`src/rtl/axi_test_sched_pkg.sv`:
```
// axi_test_pkg: shared definitions for the AXI test-memory handshake scheduler.
//   - Channel indices (AW, W, B, AR, R) and channel count
//   - Per-channel FSM state encoding
//   - Offsets of the fast/async/delay/count fields inside the PRNG state
//   - xorshift64_step(): one step of the 64-bit xorshift generator
package axi_test_pkg;

  localparam int NUM_CH = 5;
  localparam int CH_AW  = 0;
  localparam int CH_W   = 1;
  localparam int CH_B   = 2;
  localparam int CH_AR  = 3;
  localparam int CH_R   = 4;

  localparam int FAST_OFS  = 0;
  localparam int ASYNC_OFS = 5;
  localparam int DELAY_OFS = 10;
  localparam int CNT_OFS   = 16;

  typedef enum logic [1:0] {
    IDLE,
    WAIT,
    GRANT,
    PREGRANT
  } chan_state_t;

  function automatic logic [63:0] xorshift64_step(input logic [63:0] x);
    logic [63:0] y;
    y = x ^ (x << 13);
    y = y ^ (y >> 7);
    y = y ^ (y << 17);
    return y;
  endfunction

endpackage

```
`src/rtl/axi_test_sched_if.sv`:
```
// axi_test_sched_if: per-channel handshake bundle between the memory model
// side that has transactions pending and the timing scheduler.
//   req   : pending transaction per channel (the other side's valid)
//   grant : registered permission to complete the handshake
//   done  : req & grant, a handshake completes this cycle
// Modports: master drives req; slave (the scheduler) drives grant/done.
interface axi_test_sched_if;
  import axi_test_pkg::*;

  logic [NUM_CH-1:0] req;
  logic [NUM_CH-1:0] grant;
  logic [NUM_CH-1:0] done;

  modport master (output req, input grant, input done);
  modport slave  (input req, output grant, output done);

endinterface

```
`src/rtl/axi_test_sched_chan.sv`:
```
// axi_test_chan: one channel's handshake timing FSM plus its delay counter.
// Ports:
//   clk, resetn      : clock, synchronous active-low reset
//   req              : transaction pending on this channel
//   axi_test         : randomized timing enabled
//   fast/async/delay : random decision bits for this channel
//   count            : random delay length used when delay is set
//   grant            : registered permission to handshake
module axi_test_chan
  import axi_test_pkg::*;
#(
  parameter int DELAY_W = 4
) (
  input  logic               clk,
  input  logic               resetn,
  input  logic               req,
  input  logic               axi_test,
  input  logic               fast,
  input  logic               async,
  input  logic               delay,
  input  logic [DELAY_W-1:0] count,
  output logic               grant
);

  chan_state_t        state_q, state_d;
  logic [DELAY_W-1:0] cnt_q, cnt_d;
  logic               grant_q;

  // State, counter and grant registers. grant is taken from the next state
  // so it is a plain flop with no combinational path from req.
  always_ff @(posedge clk) begin
    if (!resetn) begin
      state_q <= IDLE;
      cnt_q   <= '0;
      grant_q <= 1'b0;
    end else begin
      state_q <= state_d;
      cnt_q   <= cnt_d;
      grant_q <= (state_d == GRANT) || (state_d == PREGRANT);
    end
  end

  // Next-state logic. In IDLE a pending req always wins over async.
  // GRANT/PREGRANT leave as soon as req is seen, because grant is already
  // high in that state and req & grant is the completed handshake.
  always_comb begin
    state_d = state_q;
    cnt_d   = cnt_q;
    case (state_q)
      IDLE: begin
        if (req) begin
          if (!axi_test || fast) begin
            state_d = GRANT;
          end else begin
            state_d = WAIT;
            cnt_d   = delay ? count : '0;
          end
        end else if (axi_test && async) begin
          state_d = PREGRANT;
        end
      end
      WAIT: begin
        // Dropping req is illegal on AXI; recover to IDLE without a grant.
        if (!req) begin
          state_d = IDLE;
          cnt_d   = '0;
        end else if (cnt_q == '0) begin
          state_d = GRANT;
        end else begin
          cnt_d = cnt_q - DELAY_W'(1);
        end
      end
      GRANT, PREGRANT: begin
        if (req) begin
          state_d = IDLE;
        end
      end
      default: begin
        state_d = IDLE;
      end
    endcase
  end

  assign grant = grant_q;

endmodule

```
`src/rtl/axi_test_sched.sv`:
```
// axi_test_sched: per-channel handshake scheduler for the AXI test memory.
// Holds the 64-bit xorshift state and slices fast/async/delay/count bits
// for each of the five channels (AW, W, B, AR, R).
// Ports:
//   clk, resetn    : clock, synchronous active-low reset
//   axi_test       : enables randomized timing and PRNG stepping
//   bus            : req in, grant/done out (axi_test_sched_if.slave)
//   xorshift_state : current PRNG register
module axi_test_sched
  import axi_test_pkg::*;
#(
  parameter logic [63:0] SEED    = 64'h0000_0000_0000_0001,
  parameter int          DELAY_W = 4
) (
  input  logic                   clk,
  input  logic                   resetn,
  input  logic                   axi_test,
  axi_test_sched_if.slave        bus,
  output logic [63:0]            xorshift_state
);

  // An all-zero state is a fixed point of xorshift, so it is never loaded.
  localparam logic [63:0] SEED_INIT = (SEED == 64'h0) ? 64'h1 : SEED;

  logic [63:0]       x_q;
  logic [NUM_CH-1:0] grant;

  // PRNG register; channels see the value from before this cycle's step.
  always_ff @(posedge clk) begin
    if (!resetn) begin
      x_q <= SEED_INIT;
    end else if (axi_test) begin
      x_q <= xorshift64_step(x_q);
    end
  end

  for (genvar i = 0; i < NUM_CH; i++) begin : g_chan
    axi_test_chan #(
      .DELAY_W (DELAY_W)
    ) u_chan (
      .clk      (clk),
      .resetn   (resetn),
      .req      (bus.req[i]),
      .axi_test (axi_test),
      .fast     (x_q[FAST_OFS + i]),
      .async    (x_q[ASYNC_OFS + i]),
      .delay    (x_q[DELAY_OFS + i]),
      .count    (x_q[CNT_OFS + DELAY_W*i +: DELAY_W]),
      .grant    (grant[i])
    );
  end

  assign bus.grant      = grant;
  assign bus.done       = bus.req & grant;
  assign xorshift_state = x_q;

endmodule

```
`src/flat_wrapper.sv`:
```
// flat-port wrapper written by rule: the top's interface ports become plain ports
module axi_test_sched_flat import axi_test_pkg::*;
#(
  parameter logic [63:0] SEED    = 64'h0000_0000_0000_0001,
  parameter int          DELAY_W = 4
)
  (clk, resetn, axi_test, xorshift_state, bus_req, bus_grant, bus_done);
  axi_test_sched_if bus_i ();
  input  logic clk;
  input  logic resetn;
  input  logic axi_test;
  output logic [63:0] xorshift_state;
  input wire logic [$bits(bus_i.req)-1:0] bus_req;
  output wire logic [$bits(bus_i.grant)-1:0] bus_grant;
  output wire logic [$bits(bus_i.done)-1:0] bus_done;
  assign bus_i.req = bus_req;
  assign bus_grant = bus_i.grant;
  assign bus_done = bus_i.done;
  axi_test_sched #(.SEED(SEED), .DELAY_W(DELAY_W)) u_core (.clk(clk), .resetn(resetn), .axi_test(axi_test), .bus(bus_i), .xorshift_state(xorshift_state));
endmodule
```
`config.mk`:
```
export PLATFORM = sky130hd
export DESIGN_NAME = axi_test_sched_flat
export DESIGN_NICKNAME = d
export VERILOG_FILES = /design/src/rtl/axi_test_sched_pkg.sv /design/src/rtl/axi_test_sched_if.sv /design/src/rtl/axi_test_sched_chan.sv /design/src/rtl/axi_test_sched.sv /design/src/flat_wrapper.sv
export SDC_FILE = /design/constraint.sdc
export NUM_CORES = 1
export LEC_CHECK = 0
export CORE_MARGIN = 3
export CORE_UTILIZATION = 60
export CTS_BUF_LIST = sky130_fd_sc_hd__clkbuf_16
export CTS_CLUSTER_SIZE = 40
export DETAILED_ROUTE_END_ITERATION = 16
export HOLD_SLACK_MARGIN = 0.12
export PLACE_DENSITY_LB_ADDON = 0.2
export SLEW_MARGIN = 15
export SYNTH_ARGS = -nofsm -noshare
export SYNTH_HDL_FRONTEND = slang
export SYNTH_SLANG_ARGS = --single-unit
```
`constraint.sdc`:
```
create_clock -name clk -period 2.9 [get_ports clk]
set_input_delay 0.435 -clock clk [delete_from_list [all_inputs] [get_ports clk]]
set_output_delay 0.435 -clock clk [all_outputs]
set_load 0.05 [all_outputs]
```
==> insert_results.sql <==
INSERT INTO impl_metrics (metric_group, metric, value, unit) VALUES
('timing', 'final.setup_skew', '0.00575', 'ns'),
('floorplan', 'pin_count', '82', ''),
('routing', 'routedWlPerCell', '18.7', 'um'),
('floorplan', 'design.die.area', '13400', 'um^2'),
('yosys', 'compound_cell_area_share_of_the_yosys_netlist', '12.2', '%'),
('final_layout', 'layout.nets', '790', ''),
('final_layout', 'antenna-diode-count', '0', ''),
('power', 'power.leakage', '3.45', 'nW'),
('power', 'power.internal', '5.63', 'mW'),
('power', 'vdd_drop_max', '859', 'uV'),
('yosys', 'synthAdderAreaFrac', '1.91', '%'),
('global_route', 'antenna_found_initial', '0', ''),
('timing', 'timing.setup.tns', '0', 'ns'),
('placement', 'dpl_worst_slack', '0.400', 'ns'),
('floorplan', 'die_w', '116', 'um'),
('floorplan', 'floorplan.rows', '39', ''),
('placement', 'place.gp.congestion', '0.828', ''),
('min_path', 'timing.hold.worst.class', 'in2reg', ''),
('setup_path', 'buffers_plus_inverters_on_the_worst_setup_path', '2', ''),
('clocking', 'post_cts.repair.setup_buffers', '0', ''),
('yosys', 'post_synth_mux_area_share', '5.16', '%'),
('yosys', 'synth_nets', '784', ''),
('clocking', 'htree_levels', '3', ''),
('timing', 'maxSlewHeadroom', '45.0', '%'),
('clocking', 'tritoncts', 'done', ''),
('setup_path', 'crit_path_frequent_cell', 'clkdlybuf4s50_1', ''),
('yosys', 'synth_area', '7210', 'um^2'),
('yosys', 'yosys.area.top_type_share', '26.7', '%'),
('power', 'clock_power_share', '12.1', '%'),
('placement', 'io_buffer_count', '81', ''),
('setup_path', 'r2r.worst_path.cells', '4', ''),
('timing', 'setup_viol', '0', ''),
('power', 'pwr-share-comb', '63.1', '%'),
('run_status', 'run_status', 'complete, no violations', ''),
('min_path', 'worst_hold_path.endpoint', 'u_core.xorshift_state[0]', ''),
('job', 'drv.max_cap_violation_count', '0', ''),
('yosys', 'postSynthAreaPerCell', '9.42', 'um^2'),
('setup_path', 'critPathKind', 'in2out', ''),
('global_route', 'grtUsageTotal', '26.5', '%'),
('clocking', 'numCtsBuffers', '9', ''),
('setup_path', 'critical_path.startpoint_type', 'input pin', ''),
('timing', 'setup_repair_after_global_routing_missed_its_margin', 'no', ''),
('floorplan', 'die_h', '116', 'um'),
('timing', 'final-hold-violation-count', '0', ''),
('global_route', 'grt_overflow', '0', ''),
('routing', 'drt_iter0_markers', '528', ''),
('yosys', 'main_combinational_cell_family_by_area_after_synthesis', 'XOR/XNOR gates', ''),
('floorplan', 'effective_utilization_at_floorplan', '62.3', '%'),
('clocking', 'cts_hold_buf', '0', ''),
('routing', 'post_drt_via_cell_ratio', '6.00', ''),
('setup_path', 'timing.rr.start', 'u_core.xorshift_state[22]', ''),
('final_layout', 'area_growth', '12.0', '%'),
('routing', 'drc_violations_left', '0', ''),
('setup_path', 'critical-path-slowest-cell', 'clkdlybuf4s50_1', ''),
('min_path', 'timing.hold.worst_path_depth', '2', ''),
('setup_path', 'cp.arrival', '2.06', 'ns'),
('yosys', 'synthFlopType', 'dfxtp_1', ''),
('yosys', 'number_of_different_library_cells_in_the_post_synthesis_netlist', '58', ''),
('yosys', 'synth.top_cells.by_count', 'dfxtp_1 (96), nand2_1 (75), xnor2_1 (66)', ''),
('setup_path', 'critical_path_peak_fanout', '11', ''),
('global_route', 'grt_start_max_net_pins', '83', ''),
('timing', 'worst_slew_pin_slew', '0.826', 'ns'),
('clocking', 'path_clk_slew', '0.06', 'ns'),
('yosys', 'synth-async-reset-ratio', '0', '%'),
('routing', 'route.vias.total', '5511', ''),
('yosys', 'synth-seq-area-share', '26.7', '%'),
('yosys', 'number_of_enable_type_register_cells_in_the_synthesized_netlist', '0', ''),
('setup_path', 'timing.critical_path.cells', 'clkdlybuf4s50_1 -> and2_1 -> clkdlybuf4s50_1', ''),
('yosys', 'syn_inst', '765', ''),
('final_layout', 'final_cell_count_no_fill', '919', ''),
('timing', 'timing.final.max_slew_violations', '0', '');
-- cell type report --
class                           count  area, um^2
Clock inverter                      7        55.1
Multi-Input combinational cell    552        4740
Timing Repair Buffer               88         861
Fill cell                         889        3500
Inverter                           24        90.1
Clock buffer                        9         225
Tap cell                          143         179
Sequential cell                    96        1920
-- flip-flops by register name, summed over array words and instances, names as in the netlist --
register and count:
u_core.xorshift_state 64, u_core.g_chan.u_chan.cnt_q 20, u_core.g_chan.u_chan.state_q 8, u_core.g_chan.u_chan.grant 4
-- power by group through the flow --
stage | logic, mW | clock network (mW) | registers [mW]
floorplan | 4.69 | 0 | 2.60
global placement | 5.89 | 0 | 2.37
detailed placement | 6.03 | 0 | 2.39
CTS | 6.06 | 1.17 | 2.36
global route | 6.44 | 1.22 | 2.43
finish | 6.05 | 1.16 | 2.37
-- placed cells by master (no fill, tap or decap), drive strengths merged, types with 20 or more instances in the layout --
cell and instances:
dfxtp 96, clkdlybuf4s50 77, nand2 75, xnor2 66
xnor3 52, nand2b 44, nor2 43, mux2i 36
a21oi 28, inv 23, xor2 21, o21ai 20
-- per-layer routing --
metal | vias to the layer above | global-route usage (%) | wire, um
li1 | 2616 | - | -
met1 | 2659 | 34.5 | 7590
met2 | 201 | 43.3 | 8230
met3 | 35 | 3.86 | 865
met4 | 0 | 13.1 | 532
met5 | - | 0 | 0
-- logic make-up after synthesis --
group / count (synthesis)
xor+xnor: 148
simple gates: 232
mux: 37
buf+inv: 117
fa+ha+maj: 11
compound gates: 124
flops: 96
-- metrics by stage --
step	area [um^2]	hold WS, ns	total power [mW]	utilization [%]
global placement	7790	0.484	8.25	67.3
CTS	8070	0.396	9.59	69.8
detailed placement	7790	0.491	8.42	67.3
floorplan	7210	0.469	7.29	-
finish	8070	0.408	9.58	69.8
global route	8070	0.407	10.1	69.8
-- worst reg2reg max path, cell delays in order, from the launching register on --
cell and delay (ns):
dfxtp_1 0.56, xor3_2 0.54, xnor3_1 0.39, or3_1 0.33, a21oi_1 0.18
-- worst max-delay path by stage --
stage	endpoint	from	slack, ns	cells past startpoint
finish	bus_done[3]	bus_req[3]	0.40	3
global route	bus_done[3]	bus_req[3]	0.36	3
CTS	bus_done[3]	bus_req[3]	0.40	3
detailed placement	bus_done[3]	bus_req[3]	0.40	3
global placement	bus_done[3]	bus_req[3]	0.43	3
floorplan	u_core.xorshift_state[31]	u_core.xorshift_state[18]	0.76	5
(Power assumes the default switching activity.)
